[config.mk]
export PLATFORM = sky130hd
export DESIGN_NAME = rfphoenix_icmiss
export DESIGN_NICKNAME = d
export VERILOG_FILES = /design/src/rtl/rfphoenix_icmiss.sv
export SDC_FILE = /design/constraint.sdc
export NUM_CORES = 2
export LEC_CHECK = 0
export BUFFER_PORTS_ARGS = -buffer_cell sky130_fd_sc_hd__buf_2
export CAP_MARGIN = 20
export CORE_AREA = 3 3 511 513
export DETAILED_ROUTE_END_ITERATION = 12
export DIE_AREA = 0 0 514 516
export GPL_TIMING_DRIVEN = 0
export PLACE_DENSITY = 0.32
export SYNTH_ARGS = -nofsm -noshare
export SYNTH_HDL_FRONTEND = slang
export SYNTH_SLANG_ARGS = --single-unit
[constraint.sdc]
create_clock -name clk -period 5.4 [get_ports clk]
set_input_delay 1.62 -clock clk [delete_from_list [all_inputs] [get_ports clk]]
set_output_delay 1.62 -clock clk [all_outputs]
set_load 0.03 [all_outputs]
[src/rtl/rfphoenix_icmiss.sv]
// rfphoenix_icmiss: I-cache miss handler and line-fill engine.
//
// Takes the registered hit flag from the hit detector, and on a miss for the
// fetch address presented two cycles earlier it does three things:
//   - picks a victim way round-robin,
//   - bursts the 64-byte line in over four bus beats,
//   - issues a single cache-line write strobe.
// It also owns the per-way valid bit arrays that the hit detector reads.
//
// Ports
//   clk, rst        clock, synchronous active-high reset
//   ip, ip_valid    fetch address and its qualifier
//   ihit            hit result aligned with ip delayed by two cycles
//   invall          clear every valid bit
//   invline         clear valid bits of all ways at index inv_adr[12:6]
//   inv_adr         invalidate address
//   valid           valid[way][ndx] bit arrays
//   miss            handler busy, fetch stalls
//   wr              one-cycle cache write strobe
//   wway/wndx/wtag  write way, line index and tag
//   wline           assembled line data
//   cyc/stb/adr     bus master request
//   ack/err/dat_i   bus response
//   fill_err        one-cycle pulse when a fill is aborted by a bus error
//
// state  | meaning
// IDLE   | watching for ipv_d2 && !ihit
// FETCH  | bursting four beats from the bus
// WRITE  | line complete, write strobe and valid set issued on exit
// SETTLE | three-cycle blanking so the hit pipeline sees the new line
module rfphoenix_icmiss #(
    parameter int AWID      = 32,
    parameter int LINES     = 128,
    parameter int WAYS      = 4,
    parameter int LINE_BITS = 512,
    parameter int BUS_BITS  = 128
) (
    input  logic                              clk,
    input  logic                              rst,
    input  logic [AWID-1:0]                   ip,
    input  logic                              ip_valid,
    input  logic                              ihit,
    input  logic                              invall,
    input  logic                              invline,
    input  logic [AWID-1:0]                   inv_adr,
    output logic [WAYS-1:0][LINES-1:0]        valid,
    output logic                              miss,
    output logic                              wr,
    output logic [$clog2(WAYS)-1:0]           wway,
    output logic [$clog2(LINES)-1:0]          wndx,
    output logic [AWID-8:0]                   wtag,
    output logic [LINE_BITS-1:0]              wline,
    output logic                              cyc,
    output logic                              stb,
    output logic [AWID-1:0]                   adr,
    input  logic                              ack,
    input  logic                              err,
    input  logic [BUS_BITS-1:0]               dat_i,
    output logic                              fill_err
);

    localparam int NW = $clog2(LINES);
    localparam int WW = $clog2(WAYS);

    typedef enum logic [1:0] {IDLE, FETCH, WRITE, SETTLE} state_t;

    state_t          state, state_nx;
    logic [AWID-1:6] ip_d1, ip_d2;
    logic            ipv_d1, ipv_d2;
    logic [AWID-1:6] line_adr;
    logic [1:0]      beat;
    logic [1:0]      settle_cnt;
    logic [WW-1:0]   victim;
    logic            start, take, abort, commit;

    // Address bits below the line offset and above the index of inv_adr
    // carry no information for this block.
    logic unused_ok;
    assign unused_ok = ^{ip[5:0], inv_adr[AWID-1:6+NW], inv_adr[5:0]};

    always_ff @(posedge clk) begin
        if (rst) state <= IDLE;
        else     state <= state_nx;
    end

    always_comb begin
        state_nx = state;
        start    = 1'b0;
        take     = 1'b0;
        abort    = 1'b0;
        commit   = 1'b0;
        case (state)
            IDLE: begin
                if (ipv_d2 && !ihit) begin
                    start    = 1'b1;
                    state_nx = FETCH;
                end
            end
            FETCH: begin
                // err outranks a simultaneous ack
                if (err) begin
                    abort    = 1'b1;
                    state_nx = SETTLE;
                end else if (ack) begin
                    take = 1'b1;
                    if (beat == 2'd3) state_nx = WRITE;
                end
            end
            WRITE: begin
                commit   = 1'b1;
                state_nx = SETTLE;
            end
            SETTLE: begin
                if (settle_cnt == 2'd0) state_nx = IDLE;
            end
            default: state_nx = IDLE;
        endcase
    end

    always_ff @(posedge clk) begin
        if (rst) begin
            ip_d1      <= '0;
            ip_d2      <= '0;
            ipv_d1     <= 1'b0;
            ipv_d2     <= 1'b0;
            line_adr   <= '0;
            beat       <= 2'd0;
            settle_cnt <= 2'd0;
            victim     <= '0;
            miss       <= 1'b0;
            wr         <= 1'b0;
            wway       <= '0;
            wndx       <= '0;
            wtag       <= '0;
            wline      <= '0;
            cyc        <= 1'b0;
            stb        <= 1'b0;
            adr        <= '0;
            fill_err   <= 1'b0;
            valid      <= '0;
        end else begin
            ip_d1    <= ip[AWID-1:6];
            ip_d2    <= ip_d1;
            ipv_d1   <= ip_valid;
            ipv_d2   <= ipv_d1;
            wr       <= commit;
            fill_err <= abort;

            if (start) begin
                line_adr <= ip_d2;
                wway     <= victim;
                wndx     <= ip_d2[6+NW-1:6];
                wtag     <= ip_d2[AWID-1:7];
                beat     <= 2'd0;
                cyc      <= 1'b1;
                stb      <= 1'b1;
                adr      <= {ip_d2, 6'h00};
                miss     <= 1'b1;
            end

            if (take) begin
                wline[beat*BUS_BITS +: BUS_BITS] <= dat_i;
                beat <= beat + 2'd1;
                adr  <= {line_adr, beat + 2'd1, 4'h0};
                if (beat == 2'd3) begin
                    cyc <= 1'b0;
                    stb <= 1'b0;
                end
            end

            if (abort) begin
                cyc        <= 1'b0;
                stb        <= 1'b0;
                settle_cnt <= 2'd2;
            end

            if (commit) begin
                victim     <= victim + 1'b1;
                settle_cnt <= 2'd2;
            end

            // Blanking timer: counts 2,1,0 then releases miss as IDLE is entered.
            if (state == SETTLE) begin
                if (settle_cnt != 2'd0) settle_cnt <= settle_cnt - 2'd1;
                else                    miss <= 1'b0;
            end

            // Invalidation is applied after the set so it wins a same-cycle race.
            if (commit) valid[wway][wndx] <= 1'b1;
            if (invall) begin
                valid <= '0;
            end else if (invline) begin
                for (int w = 0; w < WAYS; w++)
                    valid[w][inv_adr[6+NW-1:6]] <= 1'b0;
            end
        end
    end

endmodule

* After elaboration in Yosys (flattened, before gate mapping)
Index checks and enable logic that the tools add are counted.
** Cells by class
- Add/subtract/negate cells :: 4
- Order comparisons :: 6
- Eq/ne operators :: 8
- Shift-type cells :: 2
- Multiplexer cells :: 41
- Bitwise operators :: 6
- Reductions and logical operators :: 12
** Operators with widths (number)
- 512-bit two-way mux :: 3
- 128-bit bitwise AND :: 4
- 512-bit bitwise mux :: 1
- 512-bit OR :: 1
- 128-bit by 34-bit variable shift with 512-bit output (first input constant) :: 1
- 128-bit by 34-bit variable part select with 512-bit output :: 1
- 128-bit demux with 2-bit select :: 1
- 128-bit two-way mux :: 1
- 128-bit NOT :: 1
- 32-bit two-way mux :: 2
- 9-bit negator with 34-bit output :: 1
- 2-bit two-way mux :: 11
- 1-bit two-way mux :: 19
- 7-bit by 8-bit < comparator with 1-bit output (second input constant) :: 2
- 1-bit demux with 7-bit select :: 2
- 7-bit by 1-bit >= comparator with 1-bit output (second input constant) :: 2
- 2-bit one-hot mux with 4 select lines :: 1
- 2-bit equality test (second input constant) :: 3
- 3-bit != test (second input constant) :: 2
- 2-bit by 1-bit adder with 2-bit output (second input constant) :: 2
- 1-bit logical AND :: 4
- 2-bit logical NOT :: 2
- 2-bit != test (second input constant) :: 2
- 4-bit AND reduction :: 1
- other kinds (7) :: 9
** Word-level totals
- Register bits :: 1179
- Input port bits :: 200
- Output and inout bits :: 1095
- Logic and storage cells :: 102

* Longest topological paths before layout
- Depth after elaboration :: 11
- Depth in mapped cells :: 8
- Gate-level depth less buffers :: 5

* Worst setup path after synthesis
Ideal clock, no wire load.
- Path kind :: input -> register
- From :: input invline
- To :: register valid[168] (netlist name)
- Library setup time :: 0.120 ns
- Arrival time :: 2.694 ns
- Data required time :: 5.280 ns
- Path slack :: 2.586 ns
- Stages :: 5
- Path buffers :: 2
- Cells stage by stage :: buf_4 > or4b_1 > buf_4 > o21ai_2 > nor2_1
** On the way
- Cells in the longest elaborated chain, start to end :: 1
** Ends and longest elaborated chain
- from (decl) :: line 44 : input logic invline,
- 512-bit two-way mux :: line 192 : end else if (invline) begin
- to (signal, indexed assignment) :: line 189 : if (commit) valid[wway][wndx] <= 1'b1;
- to (signal assigned) :: line 191 : valid <= '0;
- to (signal, indexed assignment) :: line 194 : valid[w][inv_adr[6+NW-1:6]] <= 1'b0;
- to (decl) :: line 46 : output logic [WAYS-1:0][LINES-1:0] valid,
Every way passes these cells.
A chain may end at the register's enable or synchronous reset.

==> metrics <==
setup bufs post-CTS 0; DP HPWL ~240000 µm; DR vias/cell 4.43; uppermost layer routed met5; FILL cells around 29000; Longest Clk Path Bufs 3; post_cts resized 0; Clock Sinks 1145; top cell type's share of synthesized area 0.563; max-cap viol count 0; gr ovfl total 0; RSZ-0062 raised after global routing false; main combinational cell family by area after synthesis simple AND/OR/NAND/NOR gates; routability cong. approximately 0.86; # H-tree levels 4; Die Width 514 µm; Avg Inst Size Synth 8.74 µm²; critical path required time 3780 ps; Max-slew headroom 0.185; adder-cell share of the synthesized area 0.00307; Post-Route M1 WL 112000 µm; Synthesis Warnings 0; met2 WL 154000 µm; post-synthesis xor/xnor area fraction 0.000645; ys async rst share 0; R2R Setup Slk 2080 ps; initial core utilization 0.159; Finished Core Util 0.222; Vias 42600; Compound-Gate Fraction of Synth Area 0.176; # rows 186; ANT nets after route 0; Final Max Slew Viols 0; share of layout cells above drive strength 1 0.297; pin count of the biggest net entering global routing 17; count of distinct cell types in the synthesized netlist 55; Worst Path Arrival between 2000 and 2500 ps; status complete, no violations; Pre-antenna DRT Iters 5; Hold Vio Cnt, Final 0; NumNets Final 6310; Min Hold Slack 434 ps; EDFF count, synth 0; Worst-path clk slew 60 ps; Final Skew 62.3 ps; vias in the first global route 41800; commonest non-fill, non-tap cell in the layout buf_2; Synth Area in Simple Gates 0.198; clock root buffer clkbuf_16; CP max FO 11; initial drt markers 3135; count of hold-fix buffers inserted at cts 0; Yosys top cell by area dfxtp_1; mux cell area share after synthesis 0.000246; Hold Crit Depth 1; Total GRT Usage 0.219; commonest cells after routing, fill and taps aside 1444 x buf_2, 1145 x dfxtp_1, 596 x nand2_1; Final period util 0.718; Cell Area, Synth 40700 µm²; clk_lat worst skew 810 ps; setup TNS 0 ps; Reg-to-Reg Start state[0]$_SDFFE_PP0P_; register bit total from synthesis 1145; Seq/Total Area, Yosys 0.563; hold endpoint ipv_d2$_SDFF_PP0_; Worst-Margin Slew 1220 ps; Hold Path Class reg2reg; DIE HEIGHT 516 µm; I/O Pins 1295; Die ar. 265000 µm²; Highest Clock Rate about 0.26 GHz; CTS buffer count 145; WS Path Type reg2out; CTS tree yes; WL met3 between 20000 and 25000 µm; Leak Pwr around 23 nW; area grow syn2layout 39.6%; Setup-failing EPs final 0; Tmin final slightly below 4000 ps; Core ar. 257000 µm²; Total Wirelength 304000 µm; initial antenna violation count 37; IO buf count 1258; hold path startpoint ipv_d1$_SDFF_PP0_; Post-Syn Instances 4662; Critical Path End Type primary output; first-pass GRT wire length between 300000 and 400000 µm; top_reg_cell synth dfxtp_1; drt wl/cell 31.6 µm; drt drc 0; Startpoint Class flip-flop; synth top area cells dfxtp_1 56%, a31oi_1 7.9%, a21oi_1 6.7%; pwr dens 364 nW/µm²; VDD IR-drop max 294 µV; Pwr Total 20.7 mW; FF-to-FF path depth 8; FF-to-FF End valid[200]$_SDFF_PP0_
[power breakdown]
group | leakage [nW] | total, mW | internal [mW] | switching [mW]
clock network | 2.49 | 10.4 | 6.09 | 4.33
logic | 11.2 | 1.65 | 0.344 | 1.30
registers | 9.23 | 8.63 | 8.57 | 0.0674
[metrics by stage]
step | area (µm²) | worst slack, ps | cells
4_1_cts | 56800 | 1390 | 9598
3_5_place_dp | 51700 | 548 | 9336
5_1_grt | 56800 | 1440 | 9602
6_report | 56900 | 1520 | 9612
3_3_place_gp | 51300 | 352 | 9307
2_1_floorplan | 40700 | 2590 | 4665
[how the worst max path moves through the flow]
stage | startpoint | slack, ps | end | depth (start not counted)
6_report | wndx[4]$_SDFFE_PP0P_ | 1520 | wtag[3] | 2
5_1_grt | wndx[3]$_SDFFE_PP0P_ | 1440 | wtag[2] | 2
3_3_place_gp | rst | 350 | valid[493]$_SDFF_PP0_ | 6
2_1_floorplan | invline | 2590 | valid[168]$_SDFF_PP0_ | 5
3_5_place_dp | inv_adr[7] | 550 | valid[211]$_SDFF_PP0_ | 6
4_1_cts | wndx[3]$_SDFFE_PP0P_ | 1390 | wtag[2] | 2
[flip-flops by register name (all words and copies together), names as in the netlist, 2 cells and up]
| signal | count |
|---|---|
| ip_d1 | 26 |
| wndx | 6 |
| valid | 512 |
| wway | 2 |
| state | 2 |
| adr | 28 |
| wtag | 20 |
| settle_cnt | 2 |
| wline | 512 |
| victim | 2 |
| ip_d2 | 26 |
[cells by family after synthesis]
group	count (synthesis)
other cells	1
flops	1145
buf+inv	486
compound gates	1220
simple gates	1796
fa+ha+maj	10
mux	1
xor+xnor	3
[synthesized netlist by cell type, types with 3 or more instances]
| cell type | count |
|---|---|
| a31oi_1 | 512 |
| and3b_1 | 7 |
| and4bb_1 | 5 |
| nand3_1 | 517 |
| nand4b_1 | 10 |
| o21ai_2 | 10 |
| buf_6 | 37 |
| a311oi_1 | 26 |
| o21a_1 | 3 |
| clkbuf_2 | 3 |
| nand3b_1 | 7 |
| or3b_4 | 3 |
| ha_1 | 10 |
| buf_1 | 36 |
| or4b_1 | 5 |
| nand2b_1 | 5 |
| nand4bb_1 | 9 |
| buf_2 | 175 |
| buf_4 | 23 |
| nor3b_1 | 7 |
| dfxtp_1 | 1145 |
| o31ai_1 | 8 |
| inv_1 | 6 |
| clkbuf_1 | 206 |
| nor4b_4 | 4 |
| nor2b_1 | 57 |
| nor2_1 | 543 |
| o21ai_0 | 67 |
| and4b_1 | 8 |
| a21oi_1 | 545 |
| nand2_1 | 596 |
| o21ai_1 | 27 |
| o31ai_4 | 14 |
[final cells by class]
class                           count  area, µm²  area share
Tap cell                         3384       4230      0.0745
Sequential cell                  1145      22900       0.403
Inverter                            6       22.5    0.000396
Timing Repair Buffer             1288       6720       0.118
Clock buffer                      206       4260      0.0749
Buffer                            480       2440      0.0428
Clock inverter                     56        827      0.0145
Antenna cell                       13       32.5    0.000572
Multi-Input combinational cell   3034      15400       0.271
[critical path, cell delays in order, from the launching register on]
cell and delay (ps):
dfxtp_1 1050, buf_4 240, buf_2 190
[layer usage]
| layer | vias to the layer above | track usage |
|---|---|---|
| li1 | 19200 | - |
| met1 | 21100 | 0.236 |
| met2 | 1804 | 0.398 |
| met3 | 429 | 0.0629 |
| met4 | 18 | 0.0900 |
| met5 | - | 0 |
Power figures use the tool's default switching activity.
